$ cat src/rtl/btn_step_ctrl.sv
// Single-step / auto-run controller: synchronizes and debounces two raw buttons
// and issues one-cycle step pulses, either per press or at a fixed period.

module btn_step_debounce #(
  parameter int DEBOUNCE_CYCLES = 100000
) (
  input  logic clk_i,
  input  logic rst_i,
  input  logic btn_i,
  output logic press_o
);

  localparam int CW = $clog2(DEBOUNCE_CYCLES);
  localparam logic [CW-1:0] CNT_MAX = CW'(DEBOUNCE_CYCLES - 1);

  logic [1:0]    sync_q;
  logic          synced;
  logic          stable_q, stable_d;
  logic [CW-1:0] cnt_q, cnt_d;
  logic          press_q, press_d;

  assign synced  = sync_q[1];
  assign press_o = press_q;

  always_comb begin
    // NOTE: every always_comb output gets a default first so no path can infer a latch.
    stable_d = stable_q;
    cnt_d    = '0;
    press_d  = 1'b0;
    if (synced != stable_q) begin
      if (cnt_q == CNT_MAX) begin
        stable_d = synced;
        press_d  = synced;
      end else begin
        cnt_d = cnt_q + 1'b1;
      end
    end
  end

  // NOTE: sequential state uses non-blocking assignments so every flop samples pre-edge values.
  always_ff @(posedge clk_i or posedge rst_i) begin
    if (rst_i) begin
      sync_q   <= '0;
      stable_q <= 1'b0;
      cnt_q    <= '0;
      press_q  <= 1'b0;
    end else begin
      sync_q   <= {sync_q[0], btn_i};
      stable_q <= stable_d;
      cnt_q    <= cnt_d;
      press_q  <= press_d;
    end
  end

endmodule

module btn_step_ctrl #(
  parameter int DEBOUNCE_CYCLES = 100000,
  parameter int RUN_PERIOD      = 25000000
) (
  input  logic        clk_i,
  input  logic        rst_i,
  input  logic        btn_step_i,
  input  logic        btn_run_i,
  output logic        step_o,
  output logic        run_o,
  output logic [15:0] step_cnt_o
);

  localparam int PW = $clog2(RUN_PERIOD);
  localparam logic [PW-1:0] PER_MAX = PW'(RUN_PERIOD - 1);

  typedef enum logic {
    ST_STEP = 1'b0,
    ST_RUN  = 1'b1
  } state_e;

  state_e        state_q, state_d;
  logic [PW-1:0] per_q, per_d;
  logic          step_q, step_d;
  logic [15:0]   step_cnt_q, step_cnt_d;
  logic          step_press, run_press, period_hit;

  btn_step_debounce #(.DEBOUNCE_CYCLES(DEBOUNCE_CYCLES)) u_db_step (
    .clk_i   (clk_i),
    .rst_i   (rst_i),
    .btn_i   (btn_step_i),
    .press_o (step_press)
  );

  btn_step_debounce #(.DEBOUNCE_CYCLES(DEBOUNCE_CYCLES)) u_db_run (
    .clk_i   (clk_i),
    .rst_i   (rst_i),
    .btn_i   (btn_run_i),
    .press_o (run_press)
  );

  assign period_hit = (per_q == PER_MAX);

  always_comb begin
    state_d = state_q;
    per_d   = per_q;
    step_d  = 1'b0;
    unique case (state_q)
      ST_STEP: begin
        // A run press wins over a simultaneous step press.
        if (run_press) begin
          state_d = ST_RUN;
          per_d   = '0;
        end else begin
          step_d = step_press;
        end
      end
      ST_RUN: begin
        step_d = period_hit;
        per_d  = period_hit ? '0 : per_q + 1'b1;
        if (run_press) begin
          state_d = ST_STEP;
          per_d   = '0;
        end
      end
      default: state_d = ST_STEP;
    endcase
    step_cnt_d = step_d ? step_cnt_q + 16'd1 : step_cnt_q;
  end

  always_ff @(posedge clk_i or posedge rst_i) begin
    if (rst_i) begin
      state_q    <= ST_STEP;
      per_q      <= '0;
      step_q     <= 1'b0;
      step_cnt_q <= '0;
    end else begin
      state_q    <= state_d;
      per_q      <= per_d;
      step_q     <= step_d;
      step_cnt_q <= step_cnt_d;
    end
  end

  assign step_o     = step_q;
  assign run_o      = (state_q == ST_RUN);
  assign step_cnt_o = step_cnt_q;

endmodule

$ cat config.mk
export PLATFORM = sky130hd
export DESIGN_NAME = btn_step_ctrl
export DESIGN_NICKNAME = d
export VERILOG_FILES = /design/src/rtl/btn_step_ctrl.sv
export SDC_FILE = /design/constraint.sdc
export NUM_CORES = 1
export LEC_CHECK = 0
export CELL_PAD_IN_SITES_DETAIL_PLACEMENT = 2
export CELL_PAD_IN_SITES_GLOBAL_PLACEMENT = 2
export CORE_ASPECT_RATIO = 0.7
export CORE_MARGIN = 1.5
export CORE_UTILIZATION = 41
export DETAILED_ROUTE_END_ITERATION = 10
export DONT_BUFFER_PORTS = 1
export PLACE_DENSITY = 0.8
export RECOVER_POWER = 25
export SLEW_MARGIN = 20
export SYNTH_ARGS = -nofsm -noshare
export SYNTH_HDL_FRONTEND = slang
export SYNTH_SLANG_ARGS = --single-unit
$ cat constraint.sdc
create_clock -name clk_i -period 3.7 [get_ports clk_i]
set_input_delay 1.11 -clock clk_i [delete_from_list [all_inputs] [get_ports clk_i]]
set_output_delay 1.11 -clock clk_i [all_outputs]
set_load 0.05 [all_outputs]
==> impl_metrics.py <==
metrics = {
    "outcome": {
        "outcome": "complete, but fails checks",
        "violations": "max-capacitance violations, max-slew violations",
    },
    "die": {
        "fp.dieH_um": 88.4,
        "io_pins": 22,
        "num_rows": 30,
        "core_area_um2": 9910,
        "start_util_pct": 43.1,
        "die_w_um": 125,
        "dieArea_um2": 11000,
    },
    "route": {
        "routed_wl_um": 11200,
        "vias": 3246,
        "ant_nets": 0,
        "drt_iter0_drc": 183,
        "drc": 0,
        "wl_per_cell_um": 20.3,
        "via_per_inst": 5.89,
        "drt_first_pass_iters": 4,
    },
    "min_path": {
        "hold_path_class": "reg2reg",
    },
    "timing": {
        "fin_crit_sh_pct": 72.6,
        "fin_crit_ns": 2.69,
        "maxSlewViolCount": 34,
        "fmax_mhz": 372,
        "hold_viol": 0,
        "final.setup.tns_ns": 0,
        "slew_headroom_pct": -9.73,
        "worst_pin_slew_ns": 1.64,
        "setup_violations": 0,
        "rsz0062_at_grt": "no",
        "fin_skew_ns": 0.00554,
    },
    "power_and_ir_drop": {
        "ir_drop_mv": 0.256,
        "cellPowerDensity_nw_per_um2": 405,
        "p_leak_nw": 1.95,
    },
    "logic_synthesis": {
        "yosysWarningCount": 0,
        "synth.mux.area_fraction_pct": 1.49,
        "syn_nets": 430,
        "syn_inst": 421,
        "synth_top_family_by_area": "simple AND/OR/NAND/NOR gates",
        "syn_area_um2": 4270,
        "yosys.area_share.adder_pct": 1.46,
        "seq_area_frac_synth_pct": 49.8,
        "synth_compound_area_share_pct": 7.91,
        "synth_xor_xnor_area_share_pct": 9.84,
        "synth-seq-cells": 85,
        "synth_cell_type_count": 44,
        "synthSimpleGateAreaFrac_pct": 25.3,
        "avgSynthCellArea_um2": 10.1,
    },
    "cells_and_area": {
        "fin_area_um2": 4670,
        "layout-drive-gt1-share_pct": 8.27,
        "fillers": 1041,
        "antenna_cells": 0,
        "areaGrowthSynthToFinish_pct": 9.38,
        "finalNetCount": 428,
    },
    "place": {
        "gp_congestion": 0.788,
        "place_area_um2": 4380,
        "port_buffers": 0,
        "dp_hpwl_um": 7500,
    },
    "global_routing": {
        "grt_first_pass_wirelength_um": 19300,
        "grt_max_degree": 53,
        "antenna_found_initial": 0,
        "grt_pass1_vias": 3642,
        "grtUsageTotal_pct": 22.4,
        "grt_overflow": 0,
    },
    "cts": {
        "cts_buffers": 9,
        "ctsResizeCount": 0,
        "clk_latency_ns": 0.35,
        "clk_path_buf_depth": 2,
        "cts_hold_buf": 0,
        "clkTransAtPathRegs_ns": 0.06,
        "cts_tree": "yes",
        "cts_setup_buffers": 0,
        "ctsHtreeMaxLevel": 3,
        "clock_tree.root_cell": "clkbuf_16",
        "clkSinkCount": 85,
    },
    "critical_path": {
        "critPathSlowestCell": "or4_1",
        "cp-end-kind": "register",
        "cp_max_fo": 22,
        "worstPathRequired_ns": 3.96,
        "crit_chain": "inv_1 > ha_1 > inv_1 > nand3_1 > or4_1 > o21ai_0",
        "critPathMaxStageDelay_ns": 0.66,
        "cp_common_cell": "inv_1",
        "crit_arrival_ns": 2.95,
        "worstSetupStartpointType": "register",
        "critical_path_class": "reg2reg",
    },
    "job": {
        "max_cap_violations": 1,
    },
}
## sequential cells by signal (all words and copies together), names as in the netlist
signal              cells
per_q                  25
run_o                   1
step_cnt_o             16
step_o                  1
u_db_run.cnt_q         17
u_db_run.press_o        1
u_db_run.stable_q       1
u_db_run.sync_q         2
u_db_step.cnt_q        17
u_db_step.press_o       1
u_db_step.stable_q      1
u_db_step.sync_q        2
## placed cells by master (no fill, tap or decap), drive strengths merged, types with 2 or more instances in the layout
cell type  netlist  routed
a31oi           21      21
and2             5       5
and3            12      12
and4             7       7
buf              7       4
clkbuf          10      11
clkinv           0       3
dfrtp           85      85
ha               5       5
inv             22      21
mux2             3       3
mux2i            3       3
nand2           29      29
nand3           32      32
nand4           20      20
nor2            43      43
nor3             4       4
nor3b            2       2
nor4             8       8
o2111ai          6       6
o211ai           7       7
o21ai           13      13
or2              3       3
or3              4       4
or4             15      15
or4b             2       2
xnor2           30      30
xor2            18      18
## cells by family after synthesis
group,count (synthesis)
simple gates,187
flops,85
compound gates,51
xor+xnor,48
buf+inv,39
mux,6
fa+ha+maj,5
## final timing paths
path,cells past startpoint,to,slack [ns],from
max,6,per_q[9],1.01,run_o
min,0,u_db_run.sync_q[1],0.35,u_db_run.sync_q[0]
max reg2reg,6,per_q[9],1.01,run_o
min reg2reg,0,u_db_run.sync_q[1],0.35,u_db_run.sync_q[0]
max in group asynchronous,2,per_q[21],1.77,rst_i
min in group asynchronous,1,u_db_step.sync_q[1],1.03,rst_i
## power breakdown
| group | leakage (nW) | internal (mW) | switching (mW) |
|---|---|---|---|
| logic | 0.627 | 0.00869 | 0.0299 |
| clock network | 0.145 | 0.537 | 0.373 |
| registers | 1.17 | 0.937 | 0.00782 |
| total | 1.95 | 1.48 | 0.411 |
## worst max-delay path, delay by kind of cell (launching register included)
| kind | cells | cell delay (ns) |
|---|---|---|
| and+or+nand+nor | 2 | 1.19 |
| DFF | 1 | 0.34 |
| adders and majority gates | 1 | 0.53 |
| AOI/OAI and AO/OA | 1 | 0.10 |
| buffers and inverters | 2 | 0.43 |
## cells in the mapped netlist, drive strengths merged
library cell | n | area [um^2]
ha | 5 | 62.6
and3 | 12 | 75.1
nor3 | 4 | 30.0
nand3 | 32 | 175
o311ai | 1 | 8.76
xor2 | 18 | 158
dfrtp | 85 | 2130
or4b | 2 | 20.0
a32o | 1 | 10.0
or2 | 3 | 18.8
a31oi | 21 | 131
xnor2 | 30 | 263
clkbuf | 10 | 37.5
or3 | 4 | 25.0
nor4b | 1 | 15.0
o21ai | 13 | 65.1
and2 | 5 | 31.3
or4 | 15 | 113
buf | 7 | 57.6
inv | 22 | 82.6
nand4 | 20 | 131
o2111ai | 6 | 52.6
o31a | 1 | 8.76
nand2 | 29 | 111
nor3b | 2 | 15.0
nor4 | 8 | 95.1
mux2 | 3 | 33.8
mux2i | 3 | 30.0
a41oi | 1 | 8.76
o211ai | 7 | 52.6
nor2 | 43 | 161
and4 | 7 | 63.8
## cell type report
| type | instances | area [um^2] | share of cell area, % |
|---|---|---|---|
| repair buffers | 4 | 42.5 | 0.911 |
| well taps | 128 | 160 | 3.43 |
| inverters | 22 | 83.8 | 1.79 |
| flip-flops and latches | 85 | 2130 | 45.5 |
| clock inverters | 4 | 48.8 | 1.04 |
| clock buffers | 11 | 243 | 5.20 |
| multi-input cells | 297 | 1970 | 42.1 |
## per-layer routing
| layer | global-route usage, % | vias to the layer above | wire length (um) |
|---|---|---|---|
| li1 | - | 1510 | - |
| met1 | 29.9 | 1673 | 5420 |
| met2 | 36.7 | 51 | 5140 |
| met3 | 6.17 | 12 | 496 |
| met4 | 5.58 | 0 | 132 |
| met5 | 0 | - | 0 |
## per-stage QoR
step                util, %  worst slack (ns)  total power, mW  cells  hold slack, ns
floorplan                 -             0.397            0.986    421           0.331
CTS                    47.1              1.02             1.92    551           0.353
global placement       44.2              1.15            0.998    536           0.334
finish                 47.1              1.01             1.89    551           0.350
detailed placement     44.2              1.09             1.00    536           0.339
global route           47.1             0.800             1.97    551           0.368
(Power assumes the default switching activity.)
